$ cat src/rtl/key_disp_ctrl_if.sv
// Keypad-to-display bus: key strobe from the scanner in, display/result signals out.
interface key_disp_ctrl_if;
  logic [3:0]  key_num;
  logic        key_vld;
  logic [31:0] din;
  logic [7:0]  din_vld;
  logic [31:0] value;
  logic        done;
  logic        err;

  modport master (
    output key_num, key_vld,
    input  din, din_vld, value, done, err
  );

  modport slave (
    input  key_num, key_vld,
    output din, din_vld, value, done, err
  );
endinterface

$ cat src/rtl/key_disp_ctrl.sv
// Keypad number entry with 8-digit display, backspace, clear and enter/lock.
// Optional cursor blink on the newest digit is compiled in with macro KEY_DISP_BLINK_EN.
module key_disp_ctrl #(
  parameter int unsigned BLINK_CYC = 32'd25000000
) (
  input logic        clk,
  input logic        rst_n,
  key_disp_ctrl_if.slave bus
);

  typedef enum logic [1:0] {IDLE, EDIT, FULL, LOCK} state_e;

  state_e      state_q, state_d;
  logic [3:0]  cnt_q, cnt_d;
  logic [31:0] din_q, din_d;
  logic [31:0] value_q, value_d;
  logic [7:0]  dinVld_q, dinVld_d;
  logic [7:0]  digitMask;
  logic        done_q, done_d;
  logic        err_q, err_d;
  logic        isDigit, isBksp, isClear, isEnter;

  assign isDigit = bus.key_vld && (bus.key_num <= 4'h9);
  assign isBksp  = bus.key_vld && (bus.key_num == 4'hA);
  assign isClear = bus.key_vld && (bus.key_num == 4'hB);
  assign isEnter = bus.key_vld && (bus.key_num == 4'hC);

  // Codes 0xD-0xF fall through every branch and leave everything untouched.
  always_comb begin
    state_d = state_q;
    cnt_d   = cnt_q;
    din_d   = din_q;
    value_d = value_q;
    done_d  = 1'b0;
    err_d   = 1'b0;
    if (isDigit) begin
      if (state_q == IDLE || state_q == EDIT) begin
        din_d   = {din_q[27:0], bus.key_num};
        cnt_d   = cnt_q + 4'd1;
        state_d = (cnt_q == 4'd7) ? FULL : EDIT;
      end else begin
        err_d = 1'b1;
      end
    end else if (isBksp) begin
      if (state_q == EDIT || state_q == FULL) begin
        din_d   = {4'h0, din_q[31:4]};
        cnt_d   = cnt_q - 4'd1;
        state_d = (cnt_q == 4'd1) ? IDLE : EDIT;
      end else begin
        err_d = 1'b1;
      end
    end else if (isClear) begin
      din_d   = '0;
      cnt_d   = '0;
      state_d = IDLE;
    end else if (isEnter) begin
      if (state_q == EDIT || state_q == FULL) begin
        value_d = din_q;
        done_d  = 1'b1;
        state_d = LOCK;
      end else begin
        err_d = 1'b1;
      end
    end
  end

  // Only the entered digits light up, so leading zeros stay blank.
  always_comb begin
    digitMask = '0;
    for (int i = 0; i < 8; i++) begin
      digitMask[i] = (4'(i) < cnt_d);
    end
  end

`ifdef KEY_DISP_BLINK_EN
  localparam int unsigned BlinkW = (BLINK_CYC > 1) ? $clog2(BLINK_CYC) : 1;

  logic [BlinkW-1:0] blinkCnt_q, blinkCnt_d;
  logic              blinkOn_q, blinkOn_d;
  logic              accepted, editing;

  assign accepted = (isDigit && (state_q == IDLE || state_q == EDIT)) ||
                    (isBksp  && (state_q == EDIT || state_q == FULL));
  assign editing  = (state_d == EDIT) || (state_d == FULL);

  // Each edit restarts the cursor fully lit; outside editing it stays lit.
  always_comb begin
    blinkCnt_d = blinkCnt_q;
    blinkOn_d  = blinkOn_q;
    if (accepted || !editing) begin
      blinkCnt_d = '0;
      blinkOn_d  = 1'b1;
    end else if (blinkCnt_q == BlinkW'(BLINK_CYC - 1)) begin
      blinkCnt_d = '0;
      blinkOn_d  = ~blinkOn_q;
    end else begin
      blinkCnt_d = blinkCnt_q + 1'b1;
    end
  end

  always_ff @(posedge clk or negedge rst_n) begin
    if (!rst_n) begin
      blinkCnt_q <= '0;
      blinkOn_q  <= 1'b1;
    end else begin
      blinkCnt_q <= blinkCnt_d;
      blinkOn_q  <= blinkOn_d;
    end
  end
`else
  // BLINK_CYC only sizes the blink counter, which this build leaves out.
  if (BLINK_CYC == 0) begin : g_no_blink
  end
`endif

  always_comb begin
    dinVld_d = digitMask;
`ifdef KEY_DISP_BLINK_EN
    if (editing) begin
      dinVld_d[0] = digitMask[0] & blinkOn_d;
    end
`endif
    if (state_q == LOCK && state_d == LOCK) begin
      dinVld_d = dinVld_q;
    end
  end

  always_ff @(posedge clk or negedge rst_n) begin
    if (!rst_n) begin
      state_q  <= IDLE;
      cnt_q    <= '0;
      din_q    <= '0;
      value_q  <= '0;
      dinVld_q <= '0;
      done_q   <= 1'b0;
      err_q    <= 1'b0;
    end else begin
      state_q  <= state_d;
      cnt_q    <= cnt_d;
      din_q    <= din_d;
      value_q  <= value_d;
      dinVld_q <= dinVld_d;
      done_q   <= done_d;
      err_q    <= err_d;
    end
  end

  assign bus.din     = din_q;
  assign bus.din_vld = dinVld_q;
  assign bus.value   = value_q;
  assign bus.done    = done_q;
  assign bus.err     = err_q;

endmodule

$ cat src/flat_wrapper.sv
// flat-port wrapper written by rule: the top's interface ports become plain ports
module key_disp_ctrl_flat 
#(
  parameter int unsigned BLINK_CYC = 32'd25000000
)
  (clk, rst_n, bus_key_num, bus_key_vld, bus_din, bus_din_vld, bus_value, bus_done, bus_err);
  key_disp_ctrl_if bus_i ();
  input logic clk;
  input logic rst_n;
  input wire logic [$bits(bus_i.key_num)-1:0] bus_key_num;
  input wire logic [$bits(bus_i.key_vld)-1:0] bus_key_vld;
  output wire logic [$bits(bus_i.din)-1:0] bus_din;
  output wire logic [$bits(bus_i.din_vld)-1:0] bus_din_vld;
  output wire logic [$bits(bus_i.value)-1:0] bus_value;
  output wire logic [$bits(bus_i.done)-1:0] bus_done;
  output wire logic [$bits(bus_i.err)-1:0] bus_err;
  assign bus_i.key_num = bus_key_num;
  assign bus_i.key_vld = bus_key_vld;
  assign bus_din = bus_i.din;
  assign bus_din_vld = bus_i.din_vld;
  assign bus_value = bus_i.value;
  assign bus_done = bus_i.done;
  assign bus_err = bus_i.err;
  key_disp_ctrl #(.BLINK_CYC(BLINK_CYC)) u_core (.clk(clk), .rst_n(rst_n), .bus(bus_i));
endmodule
$ cat config.mk
export PLATFORM = sky130hd
export DESIGN_NAME = key_disp_ctrl_flat
export DESIGN_NICKNAME = d
export VERILOG_FILES = /design/src/rtl/key_disp_ctrl_if.sv /design/src/rtl/key_disp_ctrl.sv /design/src/flat_wrapper.sv
export SDC_FILE = /design/constraint.sdc
export NUM_CORES = 1
export LEC_CHECK = 0
export BUFFER_PORTS_ARGS = -buffer_cell sky130_fd_sc_hd__buf_4
export CORE_MARGIN = 2
export CORE_UTILIZATION = 40
export CTS_BUF_LIST = sky130_fd_sc_hd__clkbuf_2
export CTS_CLUSTER_DIAMETER = 150
export CTS_CLUSTER_SIZE = 14
export DETAILED_ROUTE_END_ITERATION = 16
export PLACE_DENSITY_LB_ADDON = 0.3
export SLEW_MARGIN = 20
export SYNTH_ARGS = -nofsm -noshare
export SYNTH_HDL_FRONTEND = slang
export SYNTH_SLANG_ARGS = --single-unit
$ cat constraint.sdc
create_clock -name clk -period 2.99 [get_ports clk]
set_input_delay 0 -clock clk [delete_from_list [all_inputs] [get_ports clk]]
set_output_delay 0 -clock clk [all_outputs]
set_load 0.1 [all_outputs]
==> metrics.md <==
| Metric | Value |
|---|---|
| Reg2Reg Depth | 7 |
| Die height | 99.80 um |
| Mean number of vias per cell | 5.365 |
| Synth Area per Inst | 11.12 um^2 |
| Ys Warns | 0 |
| EDFF count, synth | 0 |
| Max-slew violation count | 0 |
| Fin. Hold Viols | 0 |
| Fmax | 368.1 MHz |
| N_diodes | 0 |
| Clock transition at path regs | 0.20 ns |
| Bufs on Longest Clock Path | 2 |
| Clk_skew | 0.01287 ns |
| Global placer's final weighted congestion | 0.9004 |
| RSZ-0062 raised after global routing | false |
| GR Util All Layers | 0.1734 |
| ANT nets after route | 0 |
| Overflow after GRT | 0 |
| First-pass GRT wire length | 13.66 mm |
| Tcrit/Tclk final | 0.9085 |
| Hold_buf cts | 9 |
| CTS root buffer | clkbuf_2 |
| MaxCap Viol Count | 0 |
| Hpwl dp | 5.586 mm |
| Routed WL | 8.403 mm |
| CTS Sinks | 80 |
| Critical Path Fanout Max | 10 |
| Die X | 99.80 um |
| CP max-delay cell | or4b_1 |
| Ys async rst share | 1.000 |
| Worst hold slack | 0.08242 ns |
| Layout filler cell count | 788 |
| Data arrival time of the worst path | 3.12 ns |
| Share of cells above drive strength 1 | 0.3389 |
| Delay of the slowest critical-path stage | 0.50 ns |
| Main synth FF type | dfrtp_1 |
| Tightest Hold Check Type | input pin to asynchronous set/reset pin |
| Seq/Total Area, Yosys | 0.5453 |
| Worst-margin pin slew | 0.7184 ns |
| Cts bufs inserted | 9 |
| Vias after detailed routing | 2811 |
| Initial antenna violation count | 0 |
| Post-Syn Instances | 330 |
| Net count, final | 424 |
| FP Rows | 34 |
| Post-synthesis instance area | 3671 um^2 |
| Synthesized Nets | 343 |
| Vias in the first global route | 2594 |
| Worst EP required | 3.39 ns |
| CP Capture Type | flip-flop |
| Drt wl/cell | 16.04 um |
| Sum of negative setup slack | 0 ns |
| Power Dens Cells | 710.6 nW/um^2 |
| Die ar. | 9960 um^2 |
| CTS tree | built |
| Resized cells post-CTS | 0 |
| Min cycle time layout | 2.717 ns |
| Unique masters post-synth | 46 |
| Cells along the critical path | inv_1 > ha_1 > or4b_1 > a31oi_1 > o22ai_2 > or4_1 > mux2_2 |
| Static leakage | 2.176 nW |
| Area delta synth->final | 24.85% |
| CP Class | flip-flop to flip-flop |
| Initial Util | 0.4169 |
| Peak VDD IR | 0.4900 mV |
| # Post-CTS Setup Buffers | 0 |
| Htree depth | 3 |
| Core ar. | 8806 um^2 |
| Port bufs | 80 |
| Slew headroom | 0.5211 |
| Crit path launch type | flip-flop |
| IO Pins | 81 |
| Post-synthesis sequential element count | 80 |
| Iteration-0 DRC Markers | 145 |
| Drt first pass iters | 5 |
| Pin count of the biggest net entering global routing | 81 |
| Finish-stage setup viols | 0 |
| DRC | 0 |
| Clk Latency, worst-skew pair | 0.49 ns |
| Outcome | complete, no violations |
[metrics by stage]
stage	power, mW	util	worst slack (ns)	instance area (um^2)	std cells
2_1_floorplan	2.334	-	0.5601	3671	330
3_3_place_gp	2.611	0.4946	0.3883	4355	499
3_5_place_dp	2.622	0.4946	0.3164	4355	499
4_1_cts	3.279	0.5200	0.2836	4579	524
5_1_grt	3.437	0.5205	0.1359	4583	524
6_report	3.257	0.5205	0.2735	4583	524
[metal layers]
layer  GRT usage  wire length (um)  up-vias
met5           0                 0        -
met4     0.06006                89        0
met3     0.03412               439        9
met2      0.2510              3802       86
met1      0.2607              4070     1359
li1            -                 -     1357
[cell families (layout without fill, tap and decap cells)]
group	Yosys count	after routing	share of synthesized area
buf+inv	35	121	0.04192
fa+ha+maj	6	6	0.02045
flops	80	80	0.5453
mux	42	42	0.1275
compound gates	91	91	0.1616
xor+xnor	3	3	0.007159
simple gates	73	73	0.09612
[cell type report]
| type | count | area (um^2) | share of cell area |
|---|---|---|---|
| Clock buffer | 10 | 50.05 | 0.01092 |
| Clock inverter | 6 | 83.83 | 0.01829 |
| Inverter | 10 | 37.54 | 0.008190 |
| Multi-Input combinational cell | 215 | 1535 | 0.3350 |
| Sequential cell | 80 | 2002 | 0.4368 |
| Tap cell | 108 | 135.1 | 0.02948 |
| Timing Repair Buffer | 95 | 739.5 | 0.1613 |
[cells in the mapped netlist (all sizes together) (3+ instances only)]
cell,instances,area [um^2]
nand2,42,157.7
a22oi,30,225.2
inv,10,37.54
ha,6,75.07
a211o,3,26.28
nor2,8,30.03
dfrtp,80,2002
nor3,4,20.02
nor4bb,3,30.03
mux2i,4,40.04
a21oi,6,30.03
buf,13,71.31
clkbuf,12,45.04
mux2,38,427.9
o21ai,37,185.2
[report_power, final]
part	switching [mW]	leakage, nW	internal (mW)	total [mW]
Combinational	0.955	1.05	0.348	1.30
Clock	0.360	0.0772	0.276	0.637
Sequential	0.128	1.05	1.19	1.32
Total	1.44	2.18	1.81	3.26
[critical path, delay by kind of cell, from the launching register on]
kind	cells	cell delay (ns)
adders and majority gates	1	0.49
and+or+nand+nor	2	0.94
DFF	1	0.46
buffers and inverters	1	0.08
muxes	1	0.27
AOI/OAI and AO/OA	2	0.40
[final timing paths]
| path | startpoint | to | slack [ns] |
|---|---|---|---|
| worst max-delay path | u_core.state_q[0] | u_core.bus.din_vld[0] | 0.27 |
| worst min-delay path | rst_n | u_core.bus.value[4] | 0.08 |
| worst max register to register | u_core.state_q[0] | u_core.bus.din_vld[0] | 0.27 |
| worst min register to register | u_core.bus.value[5] | u_core.bus.value[5] | 0.53 |
| max in group asynchronous | rst_n | u_core.cnt_q[0] | 2.43 |
| min in group clk | bus_key_num[0] | u_core.cnt_q[3] | 0.44 |
[state kept, by name (all words and copies together), names as in the netlist]
signal and flops:
u_core.bus.value 32, u_core.bus.din 32, u_core.bus.din_vld 8, u_core.state_q 2
u_core.bus.done 1, u_core.cnt_q 4, u_core.bus.err 1
[layout by cell type, fill, tap and decap left out, types with 2 or more instances in the layout]
cell           netlist  routed
nand2_1             42      42
a21o_1               2       2
dlygate4sd3_1        0       9
nor4bb_1             3       3
buf_4                2      85
o21ai_0             36      36
mux2_2              38      38
inv_1               10      10
and4b_1              2       2
nor2_1               8       7
clkinv_1             0       2
nor3_1               4       4
mux2i_1              4       4
nand3_1              2       2
and3_1               2       2
bufinv_16            0       2
a22oi_1             30      30
xor2_1               2       2
ha_1                 6       6
a211o_1              3       3
nor2b_1              2       2
clkbuf_2             0      10
a31oi_1              2       2
dfrtp_1             80      80
a21oi_1              6       6
No activity file was read; power rests on OpenSTA's default activity.
